## src/rtl/ramp_ctrl_pkg.sv

```systemverilog
// ramp_ctrl shared types and defaults.
// Imported by the controller, its timer and the counter-side interface.
package ramp_ctrl_pkg;

    localparam int WIDTH_DEF   = 5;
    localparam int DWELL_W_DEF = 4;

    typedef enum logic [2:0] {
        S_IDLE,
        S_LOAD,
        S_RAMP_UP,
        S_DWELL_HI,
        S_RAMP_DN,
        S_DWELL_LO,
        S_DONE
    } ramp_state_t;

endpackage

```

## src/rtl/ramp_ctrl_if.sv

```systemverilog
// Command/status bundle between ramp_ctrl and the counter datapath.
// master = sequencer, slave = counter.
interface ramp_ctrl_if #(
    parameter int WIDTH = 5
);

    logic [WIDTH-1:0] cnt_value;
    logic             cnt_h_flag;
    logic             cnt_l_flag;
    logic [WIDTH-1:0] cnt_in;
    logic             cnt_load;
    logic             cnt_up;
    logic             cnt_down;

    modport master (
        input  cnt_value, cnt_h_flag, cnt_l_flag,
        output cnt_in, cnt_load, cnt_up, cnt_down
    );

    modport slave (
        output cnt_value, cnt_h_flag, cnt_l_flag,
        input  cnt_in, cnt_load, cnt_up, cnt_down
    );

endinterface

```

## src/rtl/dwell_timer.sv

```systemverilog
// Loadable down-counter timing both dwell phases.
// zero is high when the count has run out.
module dwell_timer #(
    parameter int DWELL_W = 4
) (
    input  logic               clk,
    input  logic               rst,
    input  logic               load,
    input  logic               en,
    input  logic [DWELL_W-1:0] load_val,
    output logic               zero
);

    logic [DWELL_W-1:0] cnt_q;

    // load wins over decrement; the count holds at zero
    always_ff @(posedge clk) begin
        if (rst) begin
            cnt_q <= '0;
        end else if (load) begin
            cnt_q <= load_val;
        end else if (en && cnt_q != '0) begin
            cnt_q <= cnt_q - DWELL_W'(1);
        end
    end

    assign zero = (cnt_q == '0);

endmodule

```

## src/rtl/ramp_ctrl.sv

```systemverilog
// Ramp sequencer: load lo, ramp to hi, dwell, ramp down, dwell, repeat.
// Drives an external saturating counter through ramp_ctrl_if.
module ramp_ctrl
    import ramp_ctrl_pkg::*;
#(
    parameter int WIDTH   = WIDTH_DEF,
    parameter int DWELL_W = DWELL_W_DEF
) (
    input  logic               clk,
    input  logic               rst,
    input  logic               start,
    input  logic               stop,
    input  logic [WIDTH-1:0]   lo_bound,
    input  logic [WIDTH-1:0]   hi_bound,
    input  logic [DWELL_W-1:0] dwell,
    input  logic [DWELL_W-1:0] cycles,
    ramp_ctrl_if.master        cnt,
    output logic               busy,
    output logic               done,
    output logic               err
);

    ramp_state_t        state_q, state_d;
    logic [WIDTH-1:0]   lo_lat, hi_lat;
    logic [DWELL_W-1:0] dwell_lat, cycles_lat;
    logic [DWELL_W-1:0] trip_q, trip_nxt;
    logic               tmr_load, tmr_en, tmr_zero;
    logic               trip_inc;
    logic               load_c, up_c, down_c;
    logic               idle_start;

    assign idle_start = (state_q == S_IDLE) && start && !stop;
    assign trip_nxt   = trip_q + DWELL_W'(1);

    dwell_timer #(
        .DWELL_W (DWELL_W)
    ) u_timer (
        .clk      (clk),
        .rst      (rst),
        .load     (tmr_load),
        .en       (tmr_en),
        .load_val (dwell_lat),
        .zero     (tmr_zero)
    );

    // state register
    always_ff @(posedge clk) begin
        if (rst) state_q <= S_IDLE;
        else     state_q <= state_d;
    end

    // next state, counter commands and status
    always_comb begin
        state_d  = state_q;
        load_c   = 1'b0;
        up_c     = 1'b0;
        down_c   = 1'b0;
        done     = 1'b0;
        tmr_load = 1'b0;
        tmr_en   = 1'b0;
        trip_inc = 1'b0;
        busy     = (state_q != S_IDLE);
        unique case (state_q)
            S_IDLE: begin
                if (idle_start && lo_bound <= hi_bound)
                    state_d = S_LOAD;
            end
            S_LOAD: begin
                load_c  = 1'b1;
                state_d = S_RAMP_UP;
            end
            S_RAMP_UP: begin
                up_c = (cnt.cnt_value < hi_lat) && !cnt.cnt_h_flag;
                if (cnt.cnt_value == hi_lat) begin
                    tmr_load = 1'b1;
                    state_d  = S_DWELL_HI;
                end
            end
            S_DWELL_HI: begin
                tmr_en = 1'b1;
                if (tmr_zero) state_d = S_RAMP_DN;
            end
            S_RAMP_DN: begin
                down_c = (cnt.cnt_value > lo_lat) && !cnt.cnt_l_flag;
                if (cnt.cnt_value == lo_lat) begin
                    tmr_load = 1'b1;
                    state_d  = S_DWELL_LO;
                end
            end
            S_DWELL_LO: begin
                tmr_en = 1'b1;
                if (tmr_zero) begin
                    trip_inc = 1'b1;
                    if (cycles_lat != '0 && trip_nxt == cycles_lat)
                        state_d = S_DONE;
                    else
                        state_d = S_RAMP_UP;
                end
            end
            S_DONE: begin
                done    = 1'b1;
                state_d = S_IDLE;
            end
            default: state_d = S_IDLE;
        endcase
        // abort: drop commands this cycle, back to IDLE at the edge
        if (stop && state_q != S_IDLE) begin
            state_d  = S_IDLE;
            load_c   = 1'b0;
            up_c     = 1'b0;
            down_c   = 1'b0;
            done     = 1'b0;
            tmr_load = 1'b0;
            trip_inc = 1'b0;
        end
    end

    // parameter latches, trip counter and start-reject pulse
    always_ff @(posedge clk) begin
        if (rst) begin
            lo_lat     <= '0;
            hi_lat     <= '0;
            dwell_lat  <= '0;
            cycles_lat <= '0;
            trip_q     <= '0;
            err        <= 1'b0;
        end else begin
            err <= idle_start && (lo_bound > hi_bound);
            if (idle_start && lo_bound <= hi_bound) begin
                lo_lat     <= lo_bound;
                hi_lat     <= hi_bound;
                dwell_lat  <= dwell;
                cycles_lat <= cycles;
            end
            if (state_q == S_LOAD) trip_q <= '0;
            else if (trip_inc)     trip_q <= trip_nxt;
        end
    end

    assign cnt.cnt_in   = lo_lat;
    assign cnt.cnt_load = load_c;
    assign cnt.cnt_up   = up_c;
    assign cnt.cnt_down = down_c;

endmodule
```

## src/flat_wrapper.sv

```systemverilog
// flat-port wrapper written by rule: the top's interface ports become plain ports
module ramp_ctrl_flat import ramp_ctrl_pkg::*;
#(
    parameter int WIDTH   = WIDTH_DEF,
    parameter int DWELL_W = DWELL_W_DEF
)
  (clk, rst, start, stop, lo_bound, hi_bound, dwell, cycles, busy, done, err, cnt_cnt_value, cnt_cnt_h_flag, cnt_cnt_l_flag, cnt_cnt_in, cnt_cnt_load, cnt_cnt_up, cnt_cnt_down);
  ramp_ctrl_if #(.WIDTH(WIDTH)) cnt_i ();
  input  logic clk;
  input  logic rst;
  input  logic start;
  input  logic stop;
  input  logic [WIDTH-1:0] lo_bound;
  input  logic [WIDTH-1:0] hi_bound;
  input  logic [DWELL_W-1:0] dwell;
  input  logic [DWELL_W-1:0] cycles;
  output logic busy;
  output logic done;
  output logic err;
  input wire logic [$bits(cnt_i.cnt_value)-1:0] cnt_cnt_value;
  input wire logic [$bits(cnt_i.cnt_h_flag)-1:0] cnt_cnt_h_flag;
  input wire logic [$bits(cnt_i.cnt_l_flag)-1:0] cnt_cnt_l_flag;
  output wire logic [$bits(cnt_i.cnt_in)-1:0] cnt_cnt_in;
  output wire logic [$bits(cnt_i.cnt_load)-1:0] cnt_cnt_load;
  output wire logic [$bits(cnt_i.cnt_up)-1:0] cnt_cnt_up;
  output wire logic [$bits(cnt_i.cnt_down)-1:0] cnt_cnt_down;
  assign cnt_i.cnt_value = cnt_cnt_value;
  assign cnt_i.cnt_h_flag = cnt_cnt_h_flag;
  assign cnt_i.cnt_l_flag = cnt_cnt_l_flag;
  assign cnt_cnt_in = cnt_i.cnt_in;
  assign cnt_cnt_load = cnt_i.cnt_load;
  assign cnt_cnt_up = cnt_i.cnt_up;
  assign cnt_cnt_down = cnt_i.cnt_down;
  ramp_ctrl #(.WIDTH(WIDTH), .DWELL_W(DWELL_W)) u_core (.clk(clk), .rst(rst), .start(start), .stop(stop), .lo_bound(lo_bound), .hi_bound(hi_bound), .dwell(dwell), .cycles(cycles), .cnt(cnt_i), .busy(busy), .done(done), .err(err));
endmodule
```

## config.mk

```make
export PLATFORM = sky130hd
export DESIGN_NAME = ramp_ctrl_flat
export DESIGN_NICKNAME = d
export VERILOG_FILES = /design/src/rtl/ramp_ctrl_pkg.sv /design/src/rtl/ramp_ctrl_if.sv /design/src/rtl/dwell_timer.sv /design/src/rtl/ramp_ctrl.sv /design/src/flat_wrapper.sv
export SDC_FILE = /design/constraint.sdc
export NUM_CORES = 1
export LEC_CHECK = 0
export CAP_MARGIN = 10
export CELL_PAD_IN_SITES_DETAIL_PLACEMENT = 1
export CELL_PAD_IN_SITES_GLOBAL_PLACEMENT = 1
export CORE_MARGIN = 4
export CORE_UTILIZATION = 34
export DETAILED_ROUTE_END_ITERATION = 12
export PLACE_DENSITY_LB_ADDON = 0.1
export SLEW_MARGIN = 20
export SYNTH_ARGS = -nofsm -noshare
export SYNTH_HDL_FRONTEND = slang
export SYNTH_SLANG_ARGS = --single-unit
export TNS_END_PERCENT = 5
```

## constraint.sdc

```tcl
create_clock -name clk -period 1.9 [get_ports clk]
set_input_delay 0.38 -clock clk [delete_from_list [all_inputs] [get_ports clk]]
set_output_delay 0.38 -clock clk [all_outputs]
set_load 0.01 [all_outputs]
```

# Word-level counts from Yosys, hierarchy flattened
# Cells that the tools add are included.
# word_totals
register_bits	30
inputBits	29
out_inout_bits	11
elab_cells	75
# classes
addsub	2
n_lt_le_gt_ge	4
eq_ne	14
n_mux	25
n_reduce_logical	22
# ops
op	n
$mux 3	6
$pmux 3 s6	1
$mux 1	15
$eq 5x5->1	2
$gt 5x5->1	2
$eq 3x3->1 const B	3
$logic_and 1x1->1	9
$mux 4	2
$ne 2x1->1 const B	4
$reduce_bool 4->1	2
$eq 3x2->1 const B	2
$reduce_or 2->1	3
$le 5x5->1	1
$lt 5x5->1	1
$reduce_and 5->1	1
$add 4x1->4 const B	1
$eq 4x4->1	1
$logic_not 4->1	1
$sub 4x1->4 const B	1
$eq 3x1->1 const B	1
$logic_not 1->1	3
$logic_not 3->1	1
$reduce_bool 3->1	1
$ne 2x2->1 const B	1
2 further kinds	2

# Depth between registers and ports, before layout
# Gate-level depths: netlist of the first run.
# logic_depth
ltp_word	6
mapped_depth	9

# Modules after synthesis
# A second synthesis of the first run with hierarchy kept.
# hier_totals
hier_cells	240
hier_area_um2	1978.1
# modules_own_cells
module	instances	cells_per_inst	area_per_inst_um2
ramp_ctrl	1	211	1715.4
dwell_timer	1	29	262.8

# Worst setup path before layout of the first run
# Ideal clock, no wire load.
# synth_path
path_kind	input -> register
startpoint	input hi_bound[4]
endpoint	register u_core.lo_lat[0] (netlist: u_core.cnt.cnt_in[0])
setup_ns	0.128
arrival_time_ns	1.724
t_required_ns	1.772
slack_ns	0.048
path_stages	9
cell_sequence	inv_1 > ha_1 > nand4_1 > or2_2 > a21oi_2 > buf_6 > buf_12 > mux2i_1 > nor2_1
# synth_via
elab_chain_cells	2
# synth_rtl
item	line_no	source
start: declaration	flat_wrapper.sv:14	input logic [WIDTH-1:0] hi_bound;
$le 5x5->1	ramp_ctrl.sv:129	if (idle_start && lo_bound <= hi_bound) begin
$logic_and 1x1->1	ramp_ctrl.sv:129	
end signal: assignment	ramp_ctrl.sv:130	lo_lat <= lo_bound;
end: declaration	ramp_ctrl.sv:24	logic [WIDTH-1:0] lo_lat, hi_lat;
# No other way between the ends.
# A chain may end at the register's enable or synchronous reset.

# Final worst setup path of the first run
# layout_path
startpoint	register u_core.lo_lat[3] (netlist: u_core.cnt.cnt_in[3])
endpoint	output cnt_cnt_down
# layout_via
elab_chain_cells	4
# layout_rtl
item	line_no	source
$gt 5x5->1	ramp_ctrl.sv:84	down_c = (cnt.cnt_value > lo_lat) && !cnt.cnt_l_flag;
$logic_and 1x1->1	ramp_ctrl.sv:84	
$mux 1	ramp_ctrl.sv:63	unique case (state_q)
$mux 1	ramp_ctrl.sv:107	if (stop && state_q != S_IDLE) begin
end: declaration	flat_wrapper.sv:26	output wire logic [$bits(cnt_i.cnt_down)-1:0] cnt_cnt_down;
# No other way between the ends.

==> impl_metrics.yaml, run 1 <==
outcome:
  status: "finished with violations"
  violations: "setup timing"
grt:
  grt_usage_pct: 17.3
  grt_max_degree: 18
  antenna_found_initial: 0
  grt_remaining_overflow: 0
  grt_pass1_wl_mm: 8.58
  grt_pass1_vias: 1748
detailed_routing:
  drtPass1Iterations: 4
  drt-initial-drc-count: 39
  wl_per_cell_um: 15.3
  postRouteAntennaNets: 0
  routed_wl_mm: 5.30
  drt-vias-per-instance: 4.88
  remaining_drc_errors: 0
  routed-via-count: 1690
placement:
  dp_cells: 336
  place.detailed.hpwl_mm: 3.89
  portBuffers: 39
  gp_congestion: 0.795
  dp_slack_ns: -0.696
worst_setup_path:
  crit_chain: "inv_2 > ha_4 > and4_4 > nand2_2 > and3_1 > buf_2"
  crit_family: "simple AND/OR/NAND/NOR gates"
  required_ns: 1.52
  cp_max_fo: 3
  slowest_delay_ns: 0.35
  cp_slowest_cell: "dfxtp_2"
  path_buf_inv: 2
  crit_path_end_kind: "output port"
  crit_type: "reg -> out"
  cp.arrival_ns: 1.56
  rr_startpoint: "u_core.state_q[2]"
  crit_cells: 6
  reg2regPathDepth: 7
  r2r_slack_ns: 0.07
  rr_endpoint: "u_core.cnt.cnt_in[2]"
  cp-start-kind: "register"
timing:
  min_period_ns: 1.94
  setup_viol: 1
  drv_slew: 0
  fmax_mhz: 515
  slew_headroom_pct: 70.0
  finalSetupTns_ns: -0.0401
  skew_ns: 0.00534
  worstMarginPinSlew_ns: 0.450
  fin_crit_sh_pct: 102
  grt_setup_unrepaired: "true"
  fin_ws_ns: -0.0401
  timing.final.hold_violations: 0
synthesis:
  synthXorXnorAreaFrac_pct: 4.82
  synth_top_family_by_area: "simple AND/OR/NAND/NOR gates"
  synth_compound_area_share_pct: 10.5
  synth_area_sq_um: 1820
  synth_fp_nets: 251
  synth_cell_types: 46
  synth-seq-area-share_pct: 33.1
  ys.flop_type: "dfxtp_1"
  syn-mean-instance-area_sq_um: 8.86
  synthMuxAreaShare_pct: 11.6
  yosysTopAreaCell: "dfxtp_1"
  synth_enable_flop_cells: 0
  synth.top_cells.by_area: "dfxtp_1, ha_1, mux2i_1, nor2_1, inv_1"
  syn_inst: 205
  synth-simple-area-share_pct: 20.7
  yosys.area.top_type_share_pct: 33.1
  synthAdderAreaFrac_pct: 11.7
  ys_warn_count: 0
  ys_ff_latch: 30
  async_flop_share_pct: 0
worst_hold_path:
  hold-path-cell-count: 3
  hp-class: "in -> reg"
  hp-start: "hi_bound[0]"
  hold_end: "u_core.hi_lat[0]"
clocking:
  tritoncts: "built"
  clk_pin_slew_worst_paths_ns: 0.07
  clk_latency_ns: 0.28
  cts_buffers: 5
  cts_htree_levels: 2
  cts-root-buf: "clkbuf_8"
  cts_max_path_buffers: 2
  cts_hold_buf: 0
  cts_num_sinks: 30
layout:
  post-route-util_pct: 52.8
  drive_above_1_share_pct: 30.1
  diodes: 0
  area_growth_pct: 49.4
  nets: 321
  instances_no_fill: 346
flow_run:
  drv_cap: 0
die:
  initial_utilization_pct: 35.3
  chipWidth_um: 81.1
  num_rows: 26
  boundaryPins: 40
  dieArea_sq_um: 6570
  core_sq_um: 5140
  die_h_um: 81.1
pwr:
  p_leak_nw: 1.18
  cellPowerDensity_nw_per_um2: 584
  irDropWorstVdd_v: 0.000299
-- synthesized netlist by cell type (all sizes together) (2+ instances only) --
cell,n
dfxtp,30
nor2,30
inv,22
mux2i,21
ha,17
a21oi,7
nand2,7
nand3,6
xor2,6
a211oi,5
clkbuf,5
o21ai,5
nor3,4
xnor2,4
buf,3
nand2b,3
nand3b,2
nand4,2
nor4,2
nor4bb,2
o22ai,2
or2,2
or3,2
-- layer usage --
layer	wire length (um)	GRT usage, %	vias to the layer above
li1	-	-	847
met5	0	0	-
met1	2650	23.8	806
met3	157	3.88	7
met4	60	4.56	0
met2	2430	27.3	30
-- report_power, final --
| group | leakage (nW) | internal, mW | switching (mW) |
|---|---|---|---|
| Sequential | 0.247 | 0.654 | 0.0187 |
| Clock | 0.0482 | 0.292 | 0.251 |
| Combinational | 0.881 | 0.198 | 0.171 |
-- registers in the layout (all words and copies together), names as in the netlist --
register and count:
u_core.cnt.cnt_in 5, u_core.cycles_lat 4, u_core.dwell_lat 4, u_core.err 1, u_core.hi_lat 5, u_core.state_q 3
u_core.trip_q 4, u_core.u_timer.cnt_q 4
-- cells by family (layout without fill, tap and decap cells) --
group / count (synthesis) / in the layout
mux: 21 / 21
flops: 30 / 30
compound gates: 27 / 27
fa+ha+maj: 17 / 17
xor+xnor: 10 / 10
simple gates: 70 / 70
buf+inv: 30 / 101
-- worst max-delay path by stage --
stage | start | endpoint | slack [ns]
floorplan | hi_bound[4] | u_core.cnt.cnt_in[0] | 0.05
global placement | cnt_cnt_value[3] | cnt_cnt_down | -0.67
detailed placement | cnt_cnt_value[2] | cnt_cnt_down | -0.70
CTS | u_core.cnt.cnt_in[1] | cnt_cnt_down | -0.16
global route | u_core.cnt.cnt_in[3] | cnt_cnt_down | -0.11
finish | u_core.cnt.cnt_in[3] | cnt_cnt_down | -0.04
-- stage by stage --
stage	instance area (sq um)	hold WS (ns)	power (mW)
after detailed placement	2460	0.484	1.01
final	2710	0.412	1.58
after floorplan	1820	0.460	0.853
after CTS	2630	0.496	1.58
after global placement	2460	0.479	1.01
after global routing	2710	0.428	1.68
-- tightest hold or removal path: stages --
cell and delay [ns]:
dlymetal6s2s_1 0.11, mux2i_1 0.08, nor2_1 0.07
-- cell usage in the layout, fill, tap and decap left out, drive strengths merged, types with 2 or more instances in the layout --
cell type / count
or2: 2
a211oi: 5
dlygate4sd2: 15
clkbuf: 7
nor3: 4
nand4: 2
a21oi: 7
dlymetal6s2s: 2
or3: 2
nand2b: 3
dfxtp: 30
inv: 22
ha: 17
xnor2: 4
nand3b: 2
clkdlybuf4s15: 3
o22ai: 2
nor2: 30
nor4: 2
nand2: 7
nand3: 6
buf: 34
xor2: 6
mux2i: 21
nor4bb: 2
clkdlybuf4s50: 17
o21ai: 5
-- what timing repair did --
item                                    CTS  global route
resized for setup                        53            21
pin swaps                                13             9
endpoints found under the setup margin   27            21
setup buffers                             0             2
-- layout make-up --
class / instances / area, sq um
fillers: 629 / 2430
multi-input cells: 145 / 1220
repair buffers: 71 / 623
flip-flops and latches: 30 / 611
well taps: 70 / 87.6
clock buffers: 7 / 86.3
inverters: 22 / 82.6
clock inverters: 1 / 5.00
Power figures use the tool's default switching activity.
==> inputs of run 2 (changes only) <==
CTS_CLUSTER_DIAMETER = 80   (was default)
SYNTH_HIERARCHICAL = 1   (was default)
==> impl_metrics.yaml, run 2 <==
grt:
  grtUsageMet1_pct: 23.1
  grt_remaining_overflow: 0
  antenna_found_initial: 0
  globalRouteMet3Util_pct: 4.02
  grt.busiest_layer: "met2"
  grt_usage_pct: 18.1
  gr-usage-met2_pct: 31.3
  grt_max_degree: 20
  grt_pass1_wl_mm: 10.5
  grt_pass1_vias: 2164
worst_setup_path:
  cp.arrival_ns: 1.76
  cp_slowest_cell: "dfxtp_2"
  required_ns: 1.52
  crit_cells: 8
  path_buf_inv: 2
  cp_common_cell: "o21a_1"
  reg2regPathDepth: 11
  cp_max_fo: 2
  cp-start-kind: "register"
  crit_chain: "inv_2 > ha_4 > nor2b_1 > o21a_1 > o21a_1 > o21ai_2 > and3_1 > buf_2"
  crit_path_end_kind: "output port"
  crit_type: "reg -> out"
  r2r_slack_ns: -0.15
  crit_family: "compound AO/OA/AOI/OAI gates"
  slowest_delay_ns: 0.35
synthesis:
  synth_area_sq_um: 1980
  ys_ff_latch: 30
  ys.flop_type: "dfxtp_1"
  ys_warn_count: 6
  synth-seq-area-share_pct: 30.4
  yosysTopAreaCell: "dfxtp_1"
  yosys.area.top_type_share_pct: 30.4
  async_flop_share_pct: 0
  syn-mean-instance-area_sq_um: 8.24
  synth.top_cells.by_area: "dfxtp_1, ha_1, a21oi_1, nand3_1, inv_1"
  synth_cell_types: 50
  syn_inst: 240
  yosysMostFrequentCell: "dfxtp_1"
  yosys-top-cells-count: "dfxtp_1, a21oi_1, nand3_1"
  synth_fp_nets: 286
  synth_enable_flop_cells: 0
placement:
  portBuffers: 39
  gp_congestion: 0.801
  dp_slack_ns: -0.892
  place.detailed.hpwl_mm: 4.74
  place_area_sq_um: 2760
die:
  core_sq_um: 5570
  initial_utilization_pct: 35.5
  boundaryPins: 40
  die_h_um: 84.3
  dieArea_sq_um: 7100
  chipWidth_um: 84.3
  num_rows: 27
detailed_routing:
  drt-vias-per-instance: 5.15
  routed-via-count: 2018
  wl_per_cell_um: 16.0
  drt-initial-drc-count: 60
  drtPass1Iterations: 4
  remaining_drc_errors: 0
  postRouteAntennaNets: 0
  routed_wl_mm: 6.27
pwr:
  internal_power_mw: 1.32
  power.switching_mw: 0.490
  seqPwrFrac_pct: 37.0
  p_clk_share_pct: 36.8
  irDropWorstVdd_v: 0.000414
  cellPowerDensity_nw_per_um2: 594
  p_leak_nw: 1.20
  combPwrFrac_pct: 26.2
  switching_share_pct: 27.1
clocking:
  cts_buffers: 5
  cts_htree_levels: 2
  clk_pin_slew_worst_paths_ns: 0.07
  clk_latency_ns: 0.28
  cts_max_path_buffers: 2
  cts_hold_buf: 0
  cts_num_sinks: 30
  cts-root-buf: "clkbuf_8"
  tritoncts: "built"
timing:
  whs_ns: 0.411
  timing.final.hold_violations: 0
  fin_crit_sh_pct: 113
  setup_viol: 8
  fmax_mhz: 467
  skew_ns: 0.00860
  drv_slew: 0
  min_period_ns: 2.14
  fin_ws_ns: -0.240
  slew_headroom_pct: 71.5
  grt_setup_unrepaired: "true"
  worstMarginPinSlew_ns: 0.425
layout:
  area_growth_pct: 54.0
  mostFrequentLayoutCells: "buf_4, clkdlybuf4s50_1, dfxtp_1"
  post-route-util_pct: 54.6
  fill_cells: 660
  diodes: 0
  drive_above_1_share_pct: 34.1
  nets: 366
  final_common_cell: "buf_4"
  design_area_sq_um: 3050
flow_run:
  drv_cap: 0
outcome:
  violations: "setup timing"
  status: "finished with violations"
worst_hold_path:
  hp-class: "in -> reg"
  hold-path-cell-count: 3
[run 2: cell types whose count changed after synthesis, sizes merged, moves of 6 or more]
cell   previous run  this run
a21oi             7        27
o21ai             5        24
mux2i            21         3
nand3             6        23
nor2             30        15
buf               3         9
[run 2: final timing paths]
kind / startpoint / end
worst min-delay path: hi_bound[1] / u_core/hi_lat[1]
worst max register to register: u_core/cnt.cnt_in[4] / u_core/u_timer/cnt_q[1]
worst max-delay path: u_core/hi_lat[1] / cnt_cnt_up
worst min register to register: u_core/hi_lat[3] / u_core/hi_lat[3]
[run 2: cell type report]
cell class	instances	area, sq um	area share (%)
multi-input combinational	178	1410	46.1
timing repair buffer	85	754	24.8
sequential	30	608	20.0
tap	72	90.1	2.96
clock buffer	6	82.6	2.71
inverter	20	75.1	2.47
clock inverter	1	30.0	0.986
[run 2: cells by family after synthesis]
| group | count (synthesis) | share of synthesized area (%) |
|---|---|---|
| adders and majority gates | 17 | 10.8 |
| AOI/OAI and AO/OA | 73 | 24.0 |
| and+or+nand+nor | 78 | 22.3 |
| muxes | 3 | 1.52 |
| buffers and inverters | 32 | 7.91 |
| DFF | 30 | 30.4 |
| xor gates and xnor gates | 7 | 3.10 |
[run 2: timing repair]
| action | CTS | global route |
|---|---|---|
| pin swaps | 16 | 8 |
| setup buffers | 2 | 1 |
| setup endpoints to repair | 30 | 31 |
| gates resized for setup | 42 | 28 |
[run 2: metrics by stage]
stage | setup TNS, ns | power, mW | instances
after floorplan | -0.0394 | 0.876 | 240
after global placement | -14.19 | 1.09 | 382
after detailed placement | -15.05 | 1.10 | 382
after global routing | -2.92 | 1.91 | 392
final | -0.801 | 1.81 | 392
after CTS | -2.27 | 1.79 | 391
[run 2: layer usage]
metal,share of wire (%),vias up
met5,0,-
met4,0.70,0
met3,3.5,4
met2,48,36
met1,47,947
li1,-,1031
[run 2: tightest hold or removal path: stages]
cell and delay [ns]:
dlymetal6s2s_1 0.14, nand3_1 0.08, a21oi_2 0.05
[run 2: power by group through the flow]
stage / logic (mW) / registers (mW) / clock network, mW
floorplan: 0.196 / 0.680 / 0
global placement: 0.409 / 0.682 / 0
detailed placement: 0.415 / 0.683 / 0
CTS: 0.434 / 0.670 / 0.682
global route: 0.522 / 0.673 / 0.719
finish: 0.474 / 0.670 / 0.665
==> inputs of run 3 (changes only) <==
ABC_CLOCK_PERIOD_IN_PS = 2730   (was default)
CORE_ASPECT_RATIO = 1.1   (was default)
CORE_UTILIZATION = 41   (was 34)
clock period = 2.73 ns   (was 1.9 ns; I/O delays follow)
==> impl_metrics.yaml, run 3 (synthesized netlist as in run 2, its figures left out) <==
worst_setup_path:
  cp_slowest_cell: "clkdlybuf4s50_1"
  required_ns: 2.18
  cp_common_cell: "o21a_1"
  slowest_delay_ns: 0.43
  cp-start-kind: "primary input"
  cp_max_fo: 2
  crit_path_end_kind: "output port"
  cp.arrival_ns: 2.00
  reg2regPathDepth: 9
  crit_type: "in -> out"
  crit_chain: "clkdlybuf4s50_1 > ha_1 > o21a_1 > o21a_1 > o21ai_1 > and3_1 > buf_2"
clocking:
  cts_hold_buf: 0
  tritoncts: "built"
  cts_buffers: 5
  cts_htree_levels: 2
  cts-root-buf: "clkbuf_8"
  clk_pin_slew_worst_paths_ns: 0.06
  cts_max_path_buffers: 2
  clk_latency_ns: 0.29
  cts_num_sinks: 30
detailed_routing:
  drt-initial-drc-count: 43
  routed-via-count: 1921
  wl_per_cell_um: 16.1
  routed_wl_mm: 5.61
  postRouteAntennaNets: 0
  remaining_drc_errors: 0
  drtPass1Iterations: 4
  drt-vias-per-instance: 5.52
pwr:
  irDropWorstVdd_v: 0.000234
  p_clk_share_pct: 38.9
  seqPwrFrac_pct: 40.1
  power.switching_mw: 0.304
  combPwrFrac_pct: 21.0
  p_leak_nw: 1.01
  internal_power_mw: 0.865
  power.total_mw: 1.17
  cellPowerDensity_nw_per_um2: 449
  switching_share_pct: 26.0
timing:
  grt_setup_unrepaired: "false"
  setup_viol: 0
  whs_ns: 0.475
  min_period_ns: 2.55
  slew_headroom_pct: 68.7
  drv_slew: 0
  timing.final.hold_violations: 0
  skew_ns: 0.0133
  fmax_mhz: 392
  worstMarginPinSlew_ns: 0.457
  finalSetupTns_ns: 0
  fin_crit_sh_pct: 93.3
grt:
  grt_usage_pct: 20.5
  grt_pass1_wl_mm: 9.54
  grtUsageMet1_pct: 25.5
  grt.busiest_layer: "met2"
  grt_remaining_overflow: 0
  globalRouteMet3Util_pct: 4.70
  gr-usage-met2_pct: 35.5
  grt_max_degree: 20
  grt_pass1_vias: 2018
  antenna_found_initial: 0
die:
  die_h_um: 80.9
  boundaryPins: 40
  num_rows: 26
  dieArea_sq_um: 6000
  initial_utilization_pct: 42.5
  core_sq_um: 4650
  chipWidth_um: 74.2
layout:
  regArea_sq_um: 601
  fill_cells: 565
  post-route-util_pct: 56.0
  multi_input_area_sq_um: 1230
  area_growth_pct: 31.6
  mostFrequentLayoutCells: "clkdlybuf4s50_1, dfxtp_1, a21oi_1"
  final_common_cell: "clkdlybuf4s50_1"
  nets: 338
  drive_above_1_share_pct: 14.4
  diodes: 0
  design_area_sq_um: 2600
worst_hold_path:
  hp-class: "reg -> reg"
  hold-path-cell-count: 2
outcome:
  status: "finished clean"
flow_run:
  drv_cap: 0
placement:
  place.detailed.hpwl_mm: 4.30
  portBuffers: 39
  place_area_sq_um: 2480
  gp_congestion: 0.844
[run 3: cell types whose count changed in the layout (fill, tap and decap cells not counted), moves of 6 or more]
cell             before  now
buf_4                42   18
clkdlybuf4s50_1      27   36
o21ai_0               6   14
a21oi_1              18   25
a21oi_2               9    2
dfxtp_1              24   30
dfxtp_2               6    0
dlygate4sd2_1         6    0
ha_1                 11   17
[run 3: timing repair]
| action | 4_1_cts | 5_1_grt |
|---|---|---|
| gates resized for setup | 7 | 6 |
| endpoints found under the setup margin | 2 | 3 |
| setup buffers | 1 | 0 |
| pin swaps | 1 | 0 |
[run 3: power groups by stage]
stage	Sequential [mW]	Clock, mW	Combinational (mW)
2_1_floorplan	0.473	0	0.135
4_1_cts	0.468	0.469	0.245
3_5_place_dp	0.478	0	0.240
6_report	0.469	0.455	0.245
3_3_place_gp	0.477	0	0.235
5_1_grt	0.470	0.497	0.272
[run 3: worst paths after layout]
kind | from | end | slack [ns]
max | cnt_cnt_value[2] | cnt_cnt_up | 0.18
min | u_core/dwell_lat[2] | u_core/dwell_lat[2] | 0.48
max reg2reg | u_core/cnt.cnt_in[4] | u_core/u_timer/cnt_q[1] | 0.55
min reg2reg | u_core/dwell_lat[2] | u_core/dwell_lat[2] | 0.48
[run 3: worst max-delay path, delay by kind of cell]
kind                       cells  cell delay, ns
buffers and inverters          2            0.56
AOI/OAI and AO/OA              3            0.40
adders and majority gates      1            0.33
and+or+nand+nor                1            0.17
[run 3: cell type report]
cell class                 count  area share [%]
tap                           56            2.69
timing repair buffer          57            19.9
sequential                    30            23.1
clock buffer                   6            3.17
multi-input combinational    178            47.1
inverter                      20            2.88
clock inverter                 1            1.15
[run 3: through the flow]
step / worst slack (ns) / cells
6_report: 0.182 / 348
5_1_grt: 0.101 / 348
4_1_cts: -0.0569 / 348
3_5_place_dp: -0.400 / 340
3_3_place_gp: -0.373 / 340
2_1_floorplan: 0.415 / 240
[run 3: layer usage]
metal	part of all wire [%]	up-vias
met4	1.4	0
li1	-	967
met1	46	912
met5	0	-
met3	4.5	8
met2	48	34
